### src/rtl/pc_next_pkg.sv
// Shared constants and select-code names for the PC next-source selector.
package pc_next_pkg;

  localparam int unsigned PC_WIDTH = 32;
  localparam int unsigned PC_INC   = 4;
  localparam logic [31:0] PC_RESET = 32'h0000_0000;

  // Select codes for the default five-source configuration.
  typedef enum logic [2:0] {
    PC_SRC_SEQ_ALT = 3'd0,
    PC_SRC_BRANCH  = 3'd1,
    PC_SRC_JUMP    = 3'd2,
    PC_SRC_JR      = 3'd3,
    PC_SRC_EXC     = 3'd4
  } pc_src_e;

endpackage

### src/rtl/pc_src_mux.sv
// Combinational NUM_SRC:1 word mux; o_in_range flags a select that names a real source.
module pc_src_mux #(
  parameter int unsigned WIDTH   = 32,
  parameter int unsigned NUM_SRC = 5,
  parameter int unsigned SEL_W   = 3
) (
  input  logic [NUM_SRC*WIDTH-1:0] i_data,
  input  logic [SEL_W-1:0]         i_sel,
  output logic [WIDTH-1:0]         o_data,
  output logic                     o_in_range
);

  always_comb begin
    o_data     = '0;
    o_in_range = 1'b0;
    for (int unsigned k = 0; k < NUM_SRC; k++) begin
      if (i_sel == SEL_W'(k)) begin
        o_data     = i_data[k*WIDTH +: WIDTH];
        o_in_range = 1'b1;
      end
    end
  end

endmodule

### src/rtl/pc_next_sel.sv
// Architectural PC register with redirect select and one-entry pending-redirect buffer.
// Optional misaligned-target drop enabled by defining PC_ALIGN_CHECK_EN (adds align_err).
module pc_next_sel
  import pc_next_pkg::*;
#(
  parameter int unsigned      WIDTH    = PC_WIDTH,
  parameter int unsigned      NUM_SRC  = 5,
  parameter int unsigned      SEL_W    = 3,
  parameter int unsigned      INC      = PC_INC,
  parameter logic [WIDTH-1:0] RESET_PC = WIDTH'(PC_RESET)
) (
  input  logic                     clk,
  input  logic                     rst_n,
  input  logic [NUM_SRC*WIDTH-1:0] src_data,
  input  logic [SEL_W-1:0]         sel,
  input  logic                     sel_valid,
  input  logic                     stall,
  output logic [WIDTH-1:0]         pc,
  output logic                     pc_valid,
  output logic                     redirect_pending,
  output logic                     sel_err
`ifdef PC_ALIGN_CHECK_EN
  ,
  output logic                     align_err
`endif
);

  logic [WIDTH-1:0] r_pc;
  logic             r_pc_valid;
  logic             r_pend_v;
  logic [WIDTH-1:0] r_pend_tgt;
  logic             r_sel_err;

  logic [WIDTH-1:0] w_mux_data;
  logic             w_in_range;
  logic             w_req_ok;
  logic             w_req_bad;
  logic [WIDTH-1:0] w_pc_nxt;
  logic             w_pend_v_nxt;
  logic [WIDTH-1:0] w_pend_tgt_nxt;
  logic             w_apply;
  logic [WIDTH-1:0] w_apply_tgt;
  logic             w_align_bad;

  pc_src_mux #(
    .WIDTH   (WIDTH),
    .NUM_SRC (NUM_SRC),
    .SEL_W   (SEL_W)
  ) u_mux (
    .i_data     (src_data),
    .i_sel      (sel),
    .o_data     (w_mux_data),
    .o_in_range (w_in_range)
  );

  assign w_req_ok  = sel_valid & w_in_range;
  assign w_req_bad = sel_valid & ~w_in_range;

`ifdef PC_ALIGN_CHECK_EN
  assign w_align_bad = w_apply & (w_apply_tgt[1:0] != 2'b00);
`else
  assign w_align_bad = 1'b0;
`endif

  always_comb begin
    w_pc_nxt       = r_pc;
    w_pend_v_nxt   = r_pend_v;
    w_pend_tgt_nxt = r_pend_tgt;
    w_apply        = 1'b0;
    w_apply_tgt    = r_pend_tgt;
    if (w_req_bad) begin
      // Out-of-range select freezes everything for one cycle, pending included.
      w_pc_nxt = r_pc;
    end else if (stall) begin
      if (w_req_ok) begin
        w_pend_v_nxt   = 1'b1;
        w_pend_tgt_nxt = w_mux_data;
      end
    end else if (w_req_ok) begin
      w_apply      = 1'b1;
      w_apply_tgt  = w_mux_data;
      w_pend_v_nxt = 1'b0;
    end else if (r_pend_v) begin
      w_apply      = 1'b1;
      w_apply_tgt  = r_pend_tgt;
      w_pend_v_nxt = 1'b0;
    end else begin
      w_pc_nxt = r_pc + WIDTH'(INC);
    end
    if (w_apply && !w_align_bad) begin
      w_pc_nxt = w_apply_tgt;
    end
  end

  always_ff @(posedge clk or negedge rst_n) begin
    if (!rst_n) begin
      r_pc       <= RESET_PC;
      r_pc_valid <= 1'b0;
      r_pend_v   <= 1'b0;
      r_pend_tgt <= '0;
      r_sel_err  <= 1'b0;
    end else begin
      r_pc       <= w_pc_nxt;
      r_pc_valid <= 1'b1;
      r_pend_v   <= w_pend_v_nxt;
      r_pend_tgt <= w_pend_tgt_nxt;
      r_sel_err  <= w_req_bad;
    end
  end

`ifdef PC_ALIGN_CHECK_EN
  logic r_align_err;
  always_ff @(posedge clk or negedge rst_n) begin
    if (!rst_n) r_align_err <= 1'b0;
    else        r_align_err <= w_align_bad;
  end
  assign align_err = r_align_err;
`endif

  assign pc               = r_pc;
  assign pc_valid         = r_pc_valid;
  assign redirect_pending = r_pend_v;
  assign sel_err          = r_sel_err;

endmodule

### config.mk
export PLATFORM = sky130hd
export DESIGN_NAME = pc_next_sel
export DESIGN_NICKNAME = d
export VERILOG_FILES = /design/src/rtl/pc_next_pkg.sv /design/src/rtl/pc_src_mux.sv /design/src/rtl/pc_next_sel.sv
export SDC_FILE = /design/constraint.sdc
export NUM_CORES = 1
export LEC_CHECK = 0
export BUFFER_PORTS_ARGS = -buffer_cell sky130_fd_sc_hd__buf_2
export CAP_MARGIN = 20
export CORE_AREA = 2 2 107 109
export DETAILED_ROUTE_END_ITERATION = 8
export DIE_AREA = 0 0 109 111
export HOLD_SLACK_MARGIN = 0.02
export PLACE_DENSITY = 0.79
export REMOVE_ABC_BUFFERS = 1
export SYNTH_ARGS = -nofsm -noshare
export SYNTH_HDL_FRONTEND = slang
export SYNTH_SLANG_ARGS = --single-unit
### constraint.sdc
create_clock -name clk -period 1.7 [get_ports clk]
set_input_delay 0.51 -clock clk [delete_from_list [all_inputs] [get_ports clk]]
set_output_delay 0.51 -clock clk [all_outputs]
set_load 0.02 [all_outputs]
# --- Word level (Yosys, flattened, before mapping) ---
# Cells that the tools add are included.
totals:
  register_bits: 67
  in_bits: 167
  output_inout_bits: 35
  word_cells: 47
op_classes:
  n_addsub: 1
  eq_ne: 9
  mux: 24
  n_bitwise: 4
  reduce_logical: 4
ops:
  columns: ["cell", "count"]
  rows:
  - ["$mux 32", 13]
  - ["$add 32x3->32 const B", 1]
  - ["$mux 1", 11]
  - ["$ne 2x1->1 const B", 5]
  - ["$eq 3x2->1 const B", 2]
  - ["$reduce_and 2->1", 2]
  - ["$reduce_and 4->1", 1]
  - ["$eq 3x1->1 const B", 1]
  - ["$eq 3x3->1 const B", 1]
  - ["$logic_not 3->1", 1]
  - ["$and 1x1->1", 2]
  - ["$not 1->1", 2]

# --- Longest topological paths before layout ---
logic_depth:
  depth_word: 12
  mapped_depth: 9
  mapped_depth_nobuf: 6

# --- By module ---
# Synthesis repeated with hierarchy kept, for this count alone.
unflattened:
  hier_cells: 561
  area_unflattened_um2: 4855.9
by_module_without_submodules:
  columns: ["mod", "instances", "cells_per_inst", "area_each_um2", "seq_area_each_um2"]
  rows:
  - ["pc_next_sel", 1, 371, 3573.4, 1676.6]
  - ["pc_src_mux", 1, 190, 1282.5, 0.0]

# --- Worst setup path after synthesis ---
# No wires, ideal clock.
synth_timing:
  kind: "input to register"
  startpoint: "input port sel[0]"
  endpoint: "register r_pc[9] (netlist: pc[9])"
  setup_time_ns: 0.121
  arrival_ns: 1.823
  required_time_ns: 1.579
  setup_slack_ns: -0.245
  path_stages: 6
  path_buffers: 2
  path_cell_list: "buf_6 buf_6 mux4_2 a221oi_2 a21oi_1 o22a_1"
synth_via:
  elab_chain_len: 12
  elab_cells_between_ends: 30
  cone_classes: "8 x eq/ne; 17 x mux; 3 x bitwise; 2 x reduce/logical"
synth_lines:
  columns: ["item", "line_no", "source"]
  rows:
  - ["start, declared", "pc_next_sel.sv:15", "input logic [SEL_W-1:0] sel,"]
  - ["$logic_not 3->1", "pc_src_mux.sv:17", "if (i_sel == SEL_W'(k)) begin"]
  - ["$mux 1 (5 in series)", "pc_src_mux.sv:17", null]
  - ["$and 1x1->1", "pc_next_sel.sv:56", "assign w_req_ok = sel_valid & w_in_range;"]
  - ["$mux 1", "pc_next_sel.sv:79", "end else if (w_req_ok) begin"]
  - ["$mux 1", "pc_next_sel.sv:74", "end else if (stall) begin"]
  - ["$mux 1", "pc_next_sel.sv:71", "if (w_req_bad) begin"]
  - ["$ne 2x1->1 (no line)", null, null]
  - ["$reduce_and 4->1 (no line)", null, null]
  - ["end signal, assigned", "pc_next_sel.sv:103", "r_pc <= w_pc_nxt;"]
  - ["end, declared", "pc_next_sel.sv:28", "logic [WIDTH-1:0] r_pc;"]
# Parallel ways exist; a longest one is shown, timed or not.
# A chain may end at the register's enable or synchronous reset.

# --- Worst setup path in the final report ---
layout_timing:
  startpoint: "input port sel[0]"
  endpoint: "register r_pc[28] (netlist: pc[28])"
layout_via:
  elab_cells_between_ends: 30
  cone_classes: "8 x eq/ne; 17 x mux; 3 x bitwise; 2 x reduce/logical"
layout_rtl:
  columns: ["item", "line_no", "source"]
  rows:
  - ["$logic_not 3->1", "pc_src_mux.sv:17", null]
  - ["$mux 1 (4 in series)", "pc_src_mux.sv:17", null]
  - ["$mux 1 *", "pc_src_mux.sv:17", null]
  - ["$not 1->1 *", "pc_next_sel.sv:57", "assign w_req_bad = sel_valid & ~w_in_range;"]
  - ["$and 1x1->1 *", "pc_next_sel.sv:57", null]
  - ["via w_req_bad", "pc_next_sel.sv:37", "logic w_req_bad;"]
  - ["$mux 1", "pc_next_sel.sv:71", null]
  - ["$ne 2x1->1 (no line)", null, null]
  - ["$reduce_and 4->1 (no line)", null, null]
# The timed path passes the listed nets; every way through them passes the cells marked *.

==> results.py <==
metrics = {
    "run_status": {
        "violations": "negative setup slack",
        "result_of_the_run": "finished with violations",
    },
    "routing": {
        "routed_wirelength_um": 17100,
        "first_pass_iters": 7,
        "routed_wire_length_per_instance_um": 18.5,
        "drc_errors": 0,
        "drt.antenna.violating_nets": 0,
        "via_density_per_instance": 5.65,
        "dr_total_vias": 5230,
        "initialDrtViolationCount": 282,
    },
    "setup_path": {
        "max_stage_delay_ns": 0.34,
        "worst-endpoint-required_ns": 1.93,
        "worstSetupEndpointType": "register",
        "worstPathCellList": "buf_8 -> buf_6 -> o211a_4 -> or2_4 -> nor4_4 -> buf_4 -> nand3_2 -> o211a_1",
        "timing.critical_path.max_delay_family": "simple AND/OR/NAND/NOR gates",
        "launching_point_of_the_worst_reg2reg_path": "pc[2]",
        "path_length_in_cells_of_the_critical_path": 8,
        "rr_worst_depth": 8,
        "worst-path-max-fanout": 4,
        "timing.critical_path.from_type": "primary input",
        "crit_arrival_ns": 1.98,
        "timing.critical_path.to": "pc[28]",
        "setup.reg_to_reg.worst_slack_ns": -0.01,
        "worst_reg2reg_endpoint": "pc[14]",
        "path_buf_inv": 3,
        "timing.critical_path.slowest_stage_cell": "sky130_fd_sc_hd__nor4_4",
        "setup.worst_path.class": "in -> reg",
        "cp-startpoint": "sel[0]",
    },
    "floorplan": {
        "floorplan.die_area_um2": 12100,
        "row_count": 39,
        "floorplan.core_area_um2": 11100,
        "die-width_um": 109,
        "start_util": 0.424,
        "design.portCount": 202,
        "die_height_um": 111,
    },
    "logic_synthesis": {
        "ys_seq_area_frac": 0.357,
        "synth_seq_cells": 67,
        "synthTopCellsByArea": "sky130_fd_sc_hd__dfrtp_1 (36%), sky130_fd_sc_hd__mux4_2 (12%), sky130_fd_sc_hd__mux2i_1 (5.3%)",
        "syn-cell-area_um2": 4700,
        "synth_top_cell_area_share": 0.357,
        "synth.lib_cells_used.distinct": 67,
        "ys.warnings.count": 0,
        "synthArstFlopShare": 1.00,
        "synthesis.area_per_instance_um2": 9.98,
        "post_synth_inst_count": 471,
        "edff_count_synth": 0,
        "postSynth.topFlopCell": "sky130_fd_sc_hd__dfrtp_1",
        "synthDominantAreaCellType": "sky130_fd_sc_hd__dfrtp_1",
        "yosys.cell_count.top_type": "sky130_fd_sc_hd__dfrtp_1",
        "synth_common_cells": "sky130_fd_sc_hd__dfrtp_1 (67), sky130_fd_sc_hd__nand2_1 (55), sky130_fd_sc_hd__o21ai_1 (33)",
    },
    "clock_network": {
        "cts_tree": "done",
        "cts_max_level": 3,
        "clk_path_buf_depth": 2,
        "clk_root_buffer_cell": "sky130_fd_sc_hd__clkbuf_16",
        "cts.clk_slew.worst_paths_ns": 0.06,
        "clock_insertion_delay_worst_skew_ns": 0.34,
        "hold_buffers": 0,
        "cts_num_sinks": 67,
        "cts-buffers-inserted": 9,
    },
    "finish": {
        "design.final.nets": 945,
        "final_design_area_no_fill_um2": 7320,
        "finish.cell_count_without_fillers": 925,
        "layout-area-overhead-vs-synth_pct": 55.6,
        "antenna_cells": 0,
        "share_of_layout_cells_above_drive_strength_1": 0.535,
        "final_core_util": 0.661,
    },
    "global_routing": {
        "grt_max_degree": 68,
        "gr-total-overflow": 0,
        "via_count_of_the_first_global_routing_pass": 5153,
        "track_usage": 0.273,
        "grt_pass1_wl_um": 25600,
        "antenna_violations_before_repair": 0,
    },
    "job": {
        "max-cap-violations": 0,
    },
    "timing": {
        "hold_violations": 0,
        "setup_slack_ns": -0.0559,
        "total_of_endpoints_with_negative_setup_slack_in_the_final_report": 5,
        "post-route-period-util": 1.03,
        "period_needed_ns": 1.76,
        "fin_skew_ns": 0.00948,
        "unrepaired_setup_endpoints_after_global_routing": "true",
        "maxClockFrequency_mhz": 570,
        "finalMaxSlewViolations": 0,
    },
    "power_and_ir_drop": {
        "max-vdd-ir-drop_uv": 564,
        "power_leakage_uw": 0.00355,
        "powerDensity_nw_per_um2": 1010,
    },
    "placed_design": {
        "numPortBuffers": 201,
        "dp_hpwl_um": 12800,
        "placed_cell_area_um2": 6590,
        "dp.cells": 891,
        "place.gp.congestion": 0.848,
    },
    "hold_path": {
        "hold_path.class": "in -> async",
    },
}
worst min-delay path by stage:
stage,startpoint,end
after floorplan,rst_n,pc[0]
after global placement,r_pend_tgt[29],r_pend_tgt[29]
after detailed placement,r_pend_tgt[15],r_pend_tgt[15]
after CTS,rst_n,pc[24]
after global routing,rst_n,r_pend_tgt[25]
final,rst_n,r_pend_tgt[25]
repair_timing:
action / 4_1_cts / 5_1_grt
gates resized for setup: 17 / 51
endpoints found under the setup margin: 25 / 49
setup buffers: 6 / 12
pin swaps: 10 / 21
per-stage QoR:
step                total power [uW]  hold WS (ns)  setup WS [ns]  setup TNS [ns]
global placement                4860         0.454         -0.450          -18.53
CTS                             7090         0.218        -0.0150         -0.0335
detailed placement              4930         0.470         -0.460          -20.19
floorplan                       3570         0.214         -0.838          -27.94
finish                          7400         0.190        -0.0559          -0.169
global route                    7730         0.230        -0.0909          -0.698
kinds of logic after synthesis:
kind of cell	count (synthesis)	share of synthesized area
fa+ha+maj	1	0.00266
mux	56	0.187
simple gates	143	0.164
compound gates	149	0.214
other cells	1	0.000798
flops	67	0.357
xor+xnor	15	0.0279
buf+inv	39	0.0460
cell type report:
type / instances / area (um^2)
clock buffers: 11 / 243
clock inverters: 5 / 85.1
fillers: 896 / 3760
inverters: 6 / 22.5
multi-input cells: 365 / 3010
flip-flops and latches: 67 / 1680
well taps: 143 / 179
repair buffers: 328 / 2100
per-layer routing:
layer / track usage / wire (um) / up-vias
li1: - / - / 2428
met3: 0.0459 / 1180 / 27
met5: 0 / 0 / -
met4: 0.0547 / 299 / 0
met2: 0.471 / 8480 / 253
met1: 0.358 / 7110 / 2522
placed cells by master (no fill, tap or decap), types with 14 or more instances in the layout:
| master | synthesis | final |
|---|---|---|
| sky130_fd_sc_hd__buf_6 | 6 | 14 |
| sky130_fd_sc_hd__a21oi_1 | 19 | 17 |
| sky130_fd_sc_hd__o21ai_0 | 21 | 20 |
| sky130_fd_sc_hd__mux2i_1 | 25 | 25 |
| sky130_fd_sc_hd__buf_4 | 3 | 109 |
| sky130_fd_sc_hd__o21ai_1 | 33 | 33 |
| sky130_fd_sc_hd__mux4_2 | 25 | 25 |
| sky130_fd_sc_hd__nand2_1 | 55 | 51 |
| sky130_fd_sc_hd__buf_2 | 11 | 197 |
| sky130_fd_sc_hd__dfrtp_1 | 67 | 65 |
| sky130_fd_sc_hd__nor2_1 | 21 | 18 |
sequential cells by signal (all words and copies together) (netlist names):
| signal | count |
|---|---|
| redirect_pending | 1 |
| r_pend_tgt | 32 |
| pc_valid | 1 |
| sel_err | 1 |
| pc | 32 |
power by group:
group          internal [uW]  switching, uW
clock network           1330            742
registers               1990            296
logic                   1480           1560
total                   4800           2590
Power figures use the tool's default switching activity.
